===== config.mk =====
export PLATFORM = sky130hd
export DESIGN_NAME = ws2812_rx_decoder
export DESIGN_NICKNAME = d
export VERILOG_FILES = /design/src/rtl/ws2812_pkg.sv /design/src/rtl/ws2812_rx_sync.sv /design/src/rtl/ws2812_rx_decoder.sv
export SDC_FILE = /design/constraint.sdc
export NUM_CORES = 1
export LEC_CHECK = 0
export BUFFER_PORTS_ARGS = -buffer_cell sky130_fd_sc_hd__buf_2
export CAP_MARGIN = 40
export CORE_ASPECT_RATIO = 0.6
export CORE_MARGIN = 4
export CORE_UTILIZATION = 53
export DETAILED_ROUTE_END_ITERATION = 8
export PLACE_DENSITY = 0.77
export SYNTH_ARGS = -nofsm -noshare
export SYNTH_HDL_FRONTEND = slang
export SYNTH_SLANG_ARGS = --single-unit
export TNS_END_PERCENT = 100

===== constraint.sdc =====
create_clock -name led_clk_i -period 2.3 [get_ports led_clk_i]
set_clock_uncertainty 0.15 [all_clocks]
set_input_delay 0.46 -clock led_clk_i [delete_from_list [all_inputs] [get_ports led_clk_i]]
set_output_delay 0.46 -clock led_clk_i [all_outputs]
set_load 0.005 [all_outputs]

===== src/rtl/ws2812_pkg.sv =====
// Shared WS2812 definitions: receiver state encoding, error codes and the
// default 50 MHz pulse timing also used by the strip driver.
package ws2812_pkg;

    typedef enum logic [1:0] {
        ST_SYNC,
        ST_IDLE,
        ST_HIGH,
        ST_LOW
    } rx_state_t;

    typedef enum logic [1:0] {
        ERR_GLITCH     = 2'd0,
        ERR_STUCK_HIGH = 2'd1,
        ERR_PARTIAL    = 2'd2,
        ERR_OVERFLOW   = 2'd3
    } rx_err_t;

    localparam int unsigned DEF_LED_COUNT        = 512;
    localparam int unsigned DEF_CYCLES_THRESHOLD = 31;
    localparam int unsigned DEF_CYCLES_MIN_HIGH  = 5;
    localparam int unsigned DEF_CYCLES_MAX_HIGH  = 100;
    localparam int unsigned DEF_CYCLES_RESET     = 2500;

    localparam int unsigned CNT_W = 12;

    function automatic logic [CNT_W-1:0] sat_inc(input logic [CNT_W-1:0] value);
        return (&value) ? value : value + 1'b1;
    endfunction

endpackage


===== src/rtl/ws2812_rx_sync.sv =====
// Brings the asynchronous data pin into the led_clk_i domain and derives
// single-cycle rise/fall pulses from the synchronised level.
module ws2812_rx_sync (
    input  logic led_clk_i,
    input  logic rst_n_i,
    input  logic data_i,
    output logic level_o,
    output logic rise_o,
    output logic fall_o
);

    logic s1;
    logic s2;
    logic s3;

    // NOTE: sequential state uses non-blocking assignments so the three
    // flops shift together instead of collapsing into one.
    always_ff @(posedge led_clk_i or negedge rst_n_i) begin
        if (!rst_n_i) begin
            s1 <= 1'b0;
            s2 <= 1'b0;
            s3 <= 1'b0;
        end else begin
            s1 <= data_i;
            s2 <= s1;
            s3 <= s2;
        end
    end

    assign level_o = s2;
    assign rise_o  = s2 & ~s3;
    assign fall_o  = ~s2 & s3;

endmodule


===== src/rtl/ws2812_rx_decoder.sv =====
// WS2812 receiver: measures high-pulse widths, assembles GRB words into
// pixels with a per-frame address, and reports frame gaps and bad symbols.
module ws2812_rx_decoder
    import ws2812_pkg::*;
#(
    parameter int unsigned LED_COUNT        = DEF_LED_COUNT,
    parameter int unsigned CYCLES_THRESHOLD = DEF_CYCLES_THRESHOLD,
    parameter int unsigned CYCLES_MIN_HIGH  = DEF_CYCLES_MIN_HIGH,
    parameter int unsigned CYCLES_MAX_HIGH  = DEF_CYCLES_MAX_HIGH,
    parameter int unsigned CYCLES_RESET     = DEF_CYCLES_RESET
) (
    input  logic       led_clk_i,
    input  logic       rst_n_i,
    input  logic       led_data_i,
    output logic [7:0] pixel_r_o,
    output logic [7:0] pixel_g_o,
    output logic [7:0] pixel_b_o,
    output logic [8:0] led_address_o,
    output logic       led_address_valid_o,
    output logic       frame_end_o,
    output logic [9:0] frame_pixels_o,
    output logic       error_o,
    output logic [1:0] error_code_o
);

    localparam logic [CNT_W-1:0] THRESH_CNT = CNT_W'(CYCLES_THRESHOLD);
    localparam logic [CNT_W-1:0] MIN_CNT    = CNT_W'(CYCLES_MIN_HIGH);
    localparam logic [CNT_W-1:0] MAX_CNT    = CNT_W'(CYCLES_MAX_HIGH);
    localparam logic [CNT_W-1:0] RESET_CNT  = CNT_W'(CYCLES_RESET);
    localparam logic [9:0]       LED_LIMIT  = 10'(LED_COUNT);

    logic level;
    logic rise;
    logic fall;

    ws2812_rx_sync u_sync (
        .led_clk_i (led_clk_i),
        .rst_n_i   (rst_n_i),
        .data_i    (led_data_i),
        .level_o   (level),
        .rise_o    (rise),
        .fall_o    (fall)
    );

    rx_state_t        state;
    logic [CNT_W-1:0] high_cnt;
    logic [CNT_W-1:0] low_cnt;
    logic [4:0]       bit_cnt;
    logic [23:0]      shift;
    logic [9:0]       addr;

    logic        bit_val;
    logic [23:0] shift_next;

    assign bit_val    = (high_cnt >= THRESH_CNT);
    assign shift_next = {shift[22:0], bit_val};

    always_ff @(posedge led_clk_i or negedge rst_n_i) begin
        if (!rst_n_i) begin
            state               <= ST_SYNC;
            high_cnt            <= '0;
            low_cnt             <= '0;
            bit_cnt             <= '0;
            shift               <= '0;
            addr                <= '0;
            pixel_r_o           <= '0;
            pixel_g_o           <= '0;
            pixel_b_o           <= '0;
            led_address_o       <= '0;
            led_address_valid_o <= 1'b0;
            frame_end_o         <= 1'b0;
            frame_pixels_o      <= '0;
            error_o             <= 1'b0;
            error_code_o        <= '0;
        end else begin
            // Strobes idle low; the branch that raises one holds it a single cycle.
            led_address_valid_o <= 1'b0;
            frame_end_o         <= 1'b0;
            error_o             <= 1'b0;

            unique case (state)
                ST_SYNC: begin
                    if (level) begin
                        low_cnt <= '0;
                    end else if (low_cnt == RESET_CNT) begin
                        state   <= ST_IDLE;
                        addr    <= '0;
                        bit_cnt <= '0;
                    end else begin
                        low_cnt <= sat_inc(low_cnt);
                    end
                end

                ST_IDLE: begin
                    if (rise) begin
                        state    <= ST_HIGH;
                        high_cnt <= CNT_W'(1);
                    end
                end

                ST_HIGH: begin
                    if (high_cnt == MAX_CNT) begin
                        error_o      <= 1'b1;
                        error_code_o <= ERR_STUCK_HIGH;
                        low_cnt      <= '0;
                        state        <= ST_SYNC;
                    end else if (fall) begin
                        if (high_cnt < MIN_CNT) begin
                            error_o      <= 1'b1;
                            error_code_o <= ERR_GLITCH;
                            low_cnt      <= '0;
                            state        <= ST_SYNC;
                        end else begin
                            shift   <= shift_next;
                            low_cnt <= CNT_W'(1);
                            state   <= ST_LOW;
                            if (bit_cnt == 5'd23) begin
                                // Wire order is G, R, B, each MSB first.
                                if (addr < LED_LIMIT) begin
                                    pixel_g_o           <= shift_next[23:16];
                                    pixel_r_o           <= shift_next[15:8];
                                    pixel_b_o           <= shift_next[7:0];
                                    led_address_o       <= addr[8:0];
                                    led_address_valid_o <= 1'b1;
                                end else begin
                                    error_o      <= 1'b1;
                                    error_code_o <= ERR_OVERFLOW;
                                end
                                addr    <= (&addr) ? addr : addr + 1'b1;
                                bit_cnt <= '0;
                            end else begin
                                bit_cnt <= bit_cnt + 1'b1;
                            end
                        end
                    end else begin
                        high_cnt <= sat_inc(high_cnt);
                    end
                end

                ST_LOW: begin
                    if (rise) begin
                        state    <= ST_HIGH;
                        high_cnt <= CNT_W'(1);
                    end else if (low_cnt == RESET_CNT) begin
                        frame_end_o    <= 1'b1;
                        frame_pixels_o <= addr;
                        addr           <= '0;
                        bit_cnt        <= '0;
                        state          <= ST_IDLE;
                        if (bit_cnt != '0) begin
                            error_o      <= 1'b1;
                            error_code_o <= ERR_PARTIAL;
                        end
                    end else begin
                        low_cnt <= sat_inc(low_cnt);
                    end
                end

                default: state <= ST_SYNC;
            endcase
        end
    end

endmodule


Word level (Yosys, flattened, before mapping)
Index checks and enable logic that the tools add are counted.
- register bits after elaboration: 115
- latch bits: 0
- bits in writable memories: 0
- ROM bits: 0
- input bits: 3
- output and inout port bits: 48
- logic and storage cells: 137
- memories: 0
- add/subtract/negate cells: 4
- $mul: 0
- divide/modulo/power cells: 0
- $lt $le $gt $ge: 3
- equality and inequality tests: 22
- shift operators: 0
- muxes and demuxes: 65
- bitwise gates (word level): 7
- reductions and logical operators: 18
- operators by type and width (cell ; number):
    2-to-1 mux 12 bit ; 10
    2-to-1 mux 10 bit ; 8
    one-hot mux 12 bit (3 select lines) ; 1
    2-to-1 mux 5 bit ; 7
    2-to-1 mux 2 bit ; 15
    one-hot mux 10 bit (3 select lines) ; 1
    adder 12 x 1 -> 12 bit (second input constant) ; 2
    != test 2 bit (second input constant) ; 12
    one-hot mux 12 bit (2 select lines) ; 1
    AND reduction 12 bit ; 2
    2-to-1 mux 1 bit ; 18
    one-hot mux 5 bit (3 select lines) ; 1
    equality test 12 bit (second input constant) ; 1
    equality test 12 x 7 -> 1 bit (second input constant) ; 1
    greater-or-equal comparator 12 x 5 -> 1 bit (second input constant) ; 1
    less-than comparator 12 x 3 -> 1 bit (second input constant) ; 1
    AND reduction 6 bit ; 2
    adder 10 x 1 -> 10 bit (second input constant) ; 1
    less-than comparator 10 bit (second input constant) ; 1
    AND reduction 10 bit ; 1
    AND reduction 3 bit ; 3
    != test 4 bit (second input constant) ; 2
    one-hot mux 2 bit (4 select lines) ; 1
    AND reduction 8 bit ; 1
    18 further kinds ; 25

Depth between registers and ports, before layout
- word-level depth: 7
- mapped depth: 8
- mapped depth without buffers: 7

By module
A second synthesis with hierarchy kept.
- cell total of the unflattened synthesis: 512
- area, all modules: 5365.1 µm²
- by module, submodules not included (module ; times used ; cells an instance ; area each (µm²) ; sequential area each (µm²)):
    ws2812_rx_decoder ; 1 ; 507 ; 5275.1 ; 2802.7
    ws2812_rx_sync ; 1 ; 5 ; 90.1 ; 75.1

Least setup slack after synthesis
Ideal clock, no wire load.
- kind: register to register
- start point: reg low_cnt[9]
- end point: reg frame_pixels_o[1]
- setup time: 0.125 ns
- arrival: 2.060 ns
- data required time: 2.025 ns
- setup slack: -0.035 ns
- cell stages (with the launch flop): 7
- buffers on the path: 1
- period minus slack after synthesis: 2.335 ns
- cells stage by stage: dfrtp_1 -> or4b_4 -> nor2_1 -> nand3_1 -> or3_4 -> buf_6 -> mux2_4
- cells in the longest elaborated chain, start to end: 2
- RTL lines (element ; RTL line ; RTL):
    start, declared ; ws2812_rx_decoder.sv:47 ; logic [CNT_W-1:0] low_cnt;
    start signal, assigned ; ws2812_rx_decoder.sv:90 ; low_cnt <= sat_inc(low_cnt);
    start signal, assigned ; ws2812_rx_decoder.sv:155 ; low_cnt <= sat_inc(low_cnt);
    equality test 12 bit ; ws2812_rx_decoder.sv:144 ; end else if (low_cnt == RESET_CNT) begin
    AND reduction 3 bit (no line) ; n/a ;
    end signal, assigned ; ws2812_rx_decoder.sv:146 ; frame_pixels_o <= addr;
    end, declared ; ws2812_rx_decoder.sv:21 ; output logic [9:0] frame_pixels_o,
Every way passes these cells.
A chain may end at the register's enable or synchronous reset.

Worst setup path in the final report
- start point: reg low_cnt[5]
- end point: reg addr[5]
- cells in the longest elaborated chain, start to end: 4
- elaborated cells between the ends (all ways): 5
- classes of those cells: eq/ne: 1; mux: 4
- RTL lines (element ; RTL line ; RTL):
    equality test 12 bit * ; ws2812_rx_decoder.sv:85, ws2812_rx_decoder.sv:144 ;
    2-to-1 mux 10 bit * ; n/a ;
    2-to-1 mux 10 bit (on tied branches) ; n/a ;
    one-hot mux 10 bit (3 select lines) * ; n/a ;
    end signal, assigned ; ws2812_rx_decoder.sv:129 ; addr <= (&addr) ? addr : addr + 1'b1;
    end, declared ; ws2812_rx_decoder.sv:50 ; logic [9:0] addr;
Every way passes the cells marked *; elsewhere a longest branch is shown, timed or not. The select of a mux whose other input is x is not followed.

==> results.toml <==
[worst_setup_path]
worstSetupEndpointType = "flop"
worst-setup-path-type = "reg2reg"
required_ns = 2.49
worst_r2r_path_depth = 6
critical_path.max_fanout = 12
crit_arrival_ns = 2.52
ff2ff_setup_slack_ns = -0.03
cp-start-kind = "flop"
r2r_start = "low_cnt[5]"
reg2reg_to = "addr[5]"

[timing]
setup_tns_ns = -0.0919
final_max_slew_viol_count = 0
whs_ns = 0.197
period_minus_slack_ns = 2.33
setup_ws_ns = -0.0272
hold_viol = 0
period_share_pct = 101
setup_violations = 9
rsz0062_at_grt = "true"
max_slew_margin_pct = 53.4
tightest_slew_ns = 0.693
fmax_mhz = 430

[floorplanning]
core_um2 = 9840
fp-row-count = 28
pin_count = 51
die_x_um = 138
die_area_um2 = 11800
die_h_um = 85.8
start_util_pct = 54.3

[min_path]
min-delay-path-class = "reg2reg"
whs_path_depth = 0
min_to = "u_sync.level_o"
min_from = "u_sync.s1"

[cts]
cts_buffers = 17
cts-root-buf = "clkbuf_16"
cts_sinks = 115
cts_tree = "built"
htree_levels = 4
path_clk_slew_ns = 0.06
clk_latency_ns = 0.42
clock_path_buffers = 2

[status]
status = "finished with violations"
violations = "negative setup slack"

[power]
p_seq_share_pct = 42.2
power.internal_mw = 3.71
clockPowerShare_pct = 52.7
power_density_nw_per_um2 = 692
combPwrFrac_pct = 5.1
irDropWorstVdd_mv = 0.644
leakage_nw = 3.54
p_sw_mw = 1.24
swShare_pct = 25.0

[yosys]
syn_area_um2 = 5350
ys_seq_area_share_pct = 53.8
synth-seq-cells = 115
syn_inst = 455
synth_nets = 465
synth_async_sr_flop_share_pct = 100
synth_edf_count = 0
synth.distinct_cells = 61
syn_avg_cell_area_um2 = 11.7
yosys_warnings = 0
synthFlopType = "dfrtp_1"

[detailed_routing]
routedWlPerCell_um = 20.5
detail_route.wirelength_mm = 14.9
ant_nets = 0
drcViolationCount = 0
dr.pass1.iters = 5
drt_iter0_markers = 382
avgViaCountPerCell = 6.16
num_vias = 4483

[global_route]
use_met2_pct = 37.0
use_met1_pct = 33.9
top_usage_layer = "met2"
grt_max_degree = 60
grt_pass1_wl_mm = 22.1
grt_use_met3_pct = 5.22
antenna_found_initial = 0
grt_usage_pct = 24.3
grt_pass1_vias = 4277
gr-total-overflow = 0

[layout]
syn_to_final_growth_pct = 33.8
layout-drive-gt1-share_pct = 42.3
layout.nets = 590
antenna_cells = 0
fill_cells = 651
stdcell_area_um2 = 7150
postLayoutCoreUtil_pct = 72.7

[placed_design]
io_buffers = 50
dp_hpwl_mm = 9.05
dp_slack_ns = -0.0570
placed_cell_area_um2 = 6160
gp_congestion = 0.915

[flow_run]
cap_viol_max_count = 0
==> flip-flops by register name, indices dropped and copies added (netlist names), 5 cells and up <==
register	count
shift	23
high_cnt	12
low_cnt	12
addr	10
frame_pixels_o	10
led_address_o	9
pixel_b_o	8
pixel_g_o	8
pixel_r_o	8
bit_cnt	5
==> worst max-delay path by stage <==
stage,from,end,slack [ns],cells past startpoint
after global routing,high_cnt[3],addr[6],-0.08,8
after detailed placement,low_cnt[5],addr[5],-0.06,6
final,low_cnt[5],addr[5],-0.03,6
after global placement,low_cnt[5],addr[5],0.04,6
after floorplan,low_cnt[5],frame_pixels_o[1],0.006,6
after CTS,high_cnt[0],addr[5],-0.03,9
==> metrics by stage <==
stage	total power [mW]	cells
2_1_floorplan	2.23	455
3_3_place_gp	2.33	675
3_5_place_dp	2.35	675
4_1_cts	4.94	711
5_1_grt	5.11	728
6_report	4.95	728
==> power groups by stage <==
stage | clock [mW] | combinational [mW] | sequential (mW)
after floorplan | 0 | 0.103 | 2.12
after global placement | 0 | 0.212 | 2.12
after detailed placement | 0 | 0.226 | 2.12
after CTS | 2.63 | 0.230 | 2.09
after global routing | 2.73 | 0.279 | 2.09
final | 2.61 | 0.251 | 2.09
==> cells in the final DEF, fill, tap and decap left out, drive strengths merged, types with 4 or more instances in the layout <==
cell type  Yosys  final
buf            9    117
dfrtp        115    115
mux2          64     64
o21ai         30     30
a21oi         27     27
nand2         26     26
inv           16     24
clkbuf         9     22
nor2          16     16
or3           15     16
nand3         13     13
a31oi         12     12
nor3           8      8
ha             7      7
o31ai          7      7
or4            6      6
nor2b          5      5
and2           5      5
and3           5      5
o211ai         4      4
==> metal layers <==
layer / share of wire (%) / vias up
met5: 0 / -
met1: 43 / 2256
met2: 48 / 228
li1: - / 1970
met4: 1.6 / 0
met3: 7.2 / 29
==> what timing repair did <==
item                                   4_1_cts  5_1_grt
hold buffers                                 2        0
resized for setup                            5       27
endpoints found under the hold margin       20        0
pin swaps                                    4       13
buffers inserted                             2       11
setup endpoints to repair                   20       91
gates cloned                                 0        6
==> synthesized netlist by cell type, drive strengths merged (2+ instances only) <==
master | n | area, um^2
dfrtp | 115 | 2880
mux2 | 64 | 754
o21ai | 30 | 150
a21oi | 27 | 135
nand2 | 26 | 97.6
inv | 16 | 60.1
nor2 | 16 | 60.1
or3 | 15 | 98.8
nand3 | 13 | 65.1
a31oi | 12 | 75.1
buf | 9 | 51.3
clkbuf | 9 | 33.8
nor3 | 8 | 50.1
ha | 7 | 87.6
o31ai | 7 | 52.6
or4 | 6 | 45.0
and2 | 5 | 31.3
and3 | 5 | 31.3
nor2b | 5 | 31.3
o211ai | 4 | 35.0
a211o | 3 | 26.3
a21o | 3 | 22.5
a22oi | 3 | 22.5
and4 | 3 | 26.3
nand2b | 3 | 18.8
nand4 | 3 | 18.8
nor4 | 3 | 48.8
a311o | 2 | 20.0
a311oi | 2 | 30.0
a31o | 2 | 17.5
a41oi | 2 | 17.5
nor4b | 2 | 17.5
o2111ai | 2 | 17.5
o21a | 2 | 15.0
o22a | 2 | 17.5
o22ai | 2 | 18.8
or4b | 2 | 23.8
==> kinds of logic (layout without fill, tap and decap cells) <==
group	Yosys count	after routing	share of synthesized area (%)
buf+inv	34	171	2.72
compound gates	114	114	14.3
flops	115	115	53.8
xor+xnor	1	1	0.164
fa+ha+maj	7	7	1.64
simple gates	120	121	13.3
mux	64	64	14.1
==> critical path, stage by stage, from the launching register on <==
cell,delay (ns)
dfrtp_1,0.41
or4b_4,0.58
nor4_4,0.20
a21oi_1,0.15
buf_4,0.22
or3_1,0.39
a21oi_2,0.16
==> cell type report <==
cell class                 count  area [um^2]  share of cell area [%]
sequential                   115         2880                    40.2
multi-input combinational    307         2500                    34.9
timing repair buffer         123          967                    13.5
clock buffer                  18          439                    6.14
tap                          135          169                    2.36
clock inverter                14          143                    1.99
inverter                      16         60.1                   0.840
Power figures use the tool's default switching activity.
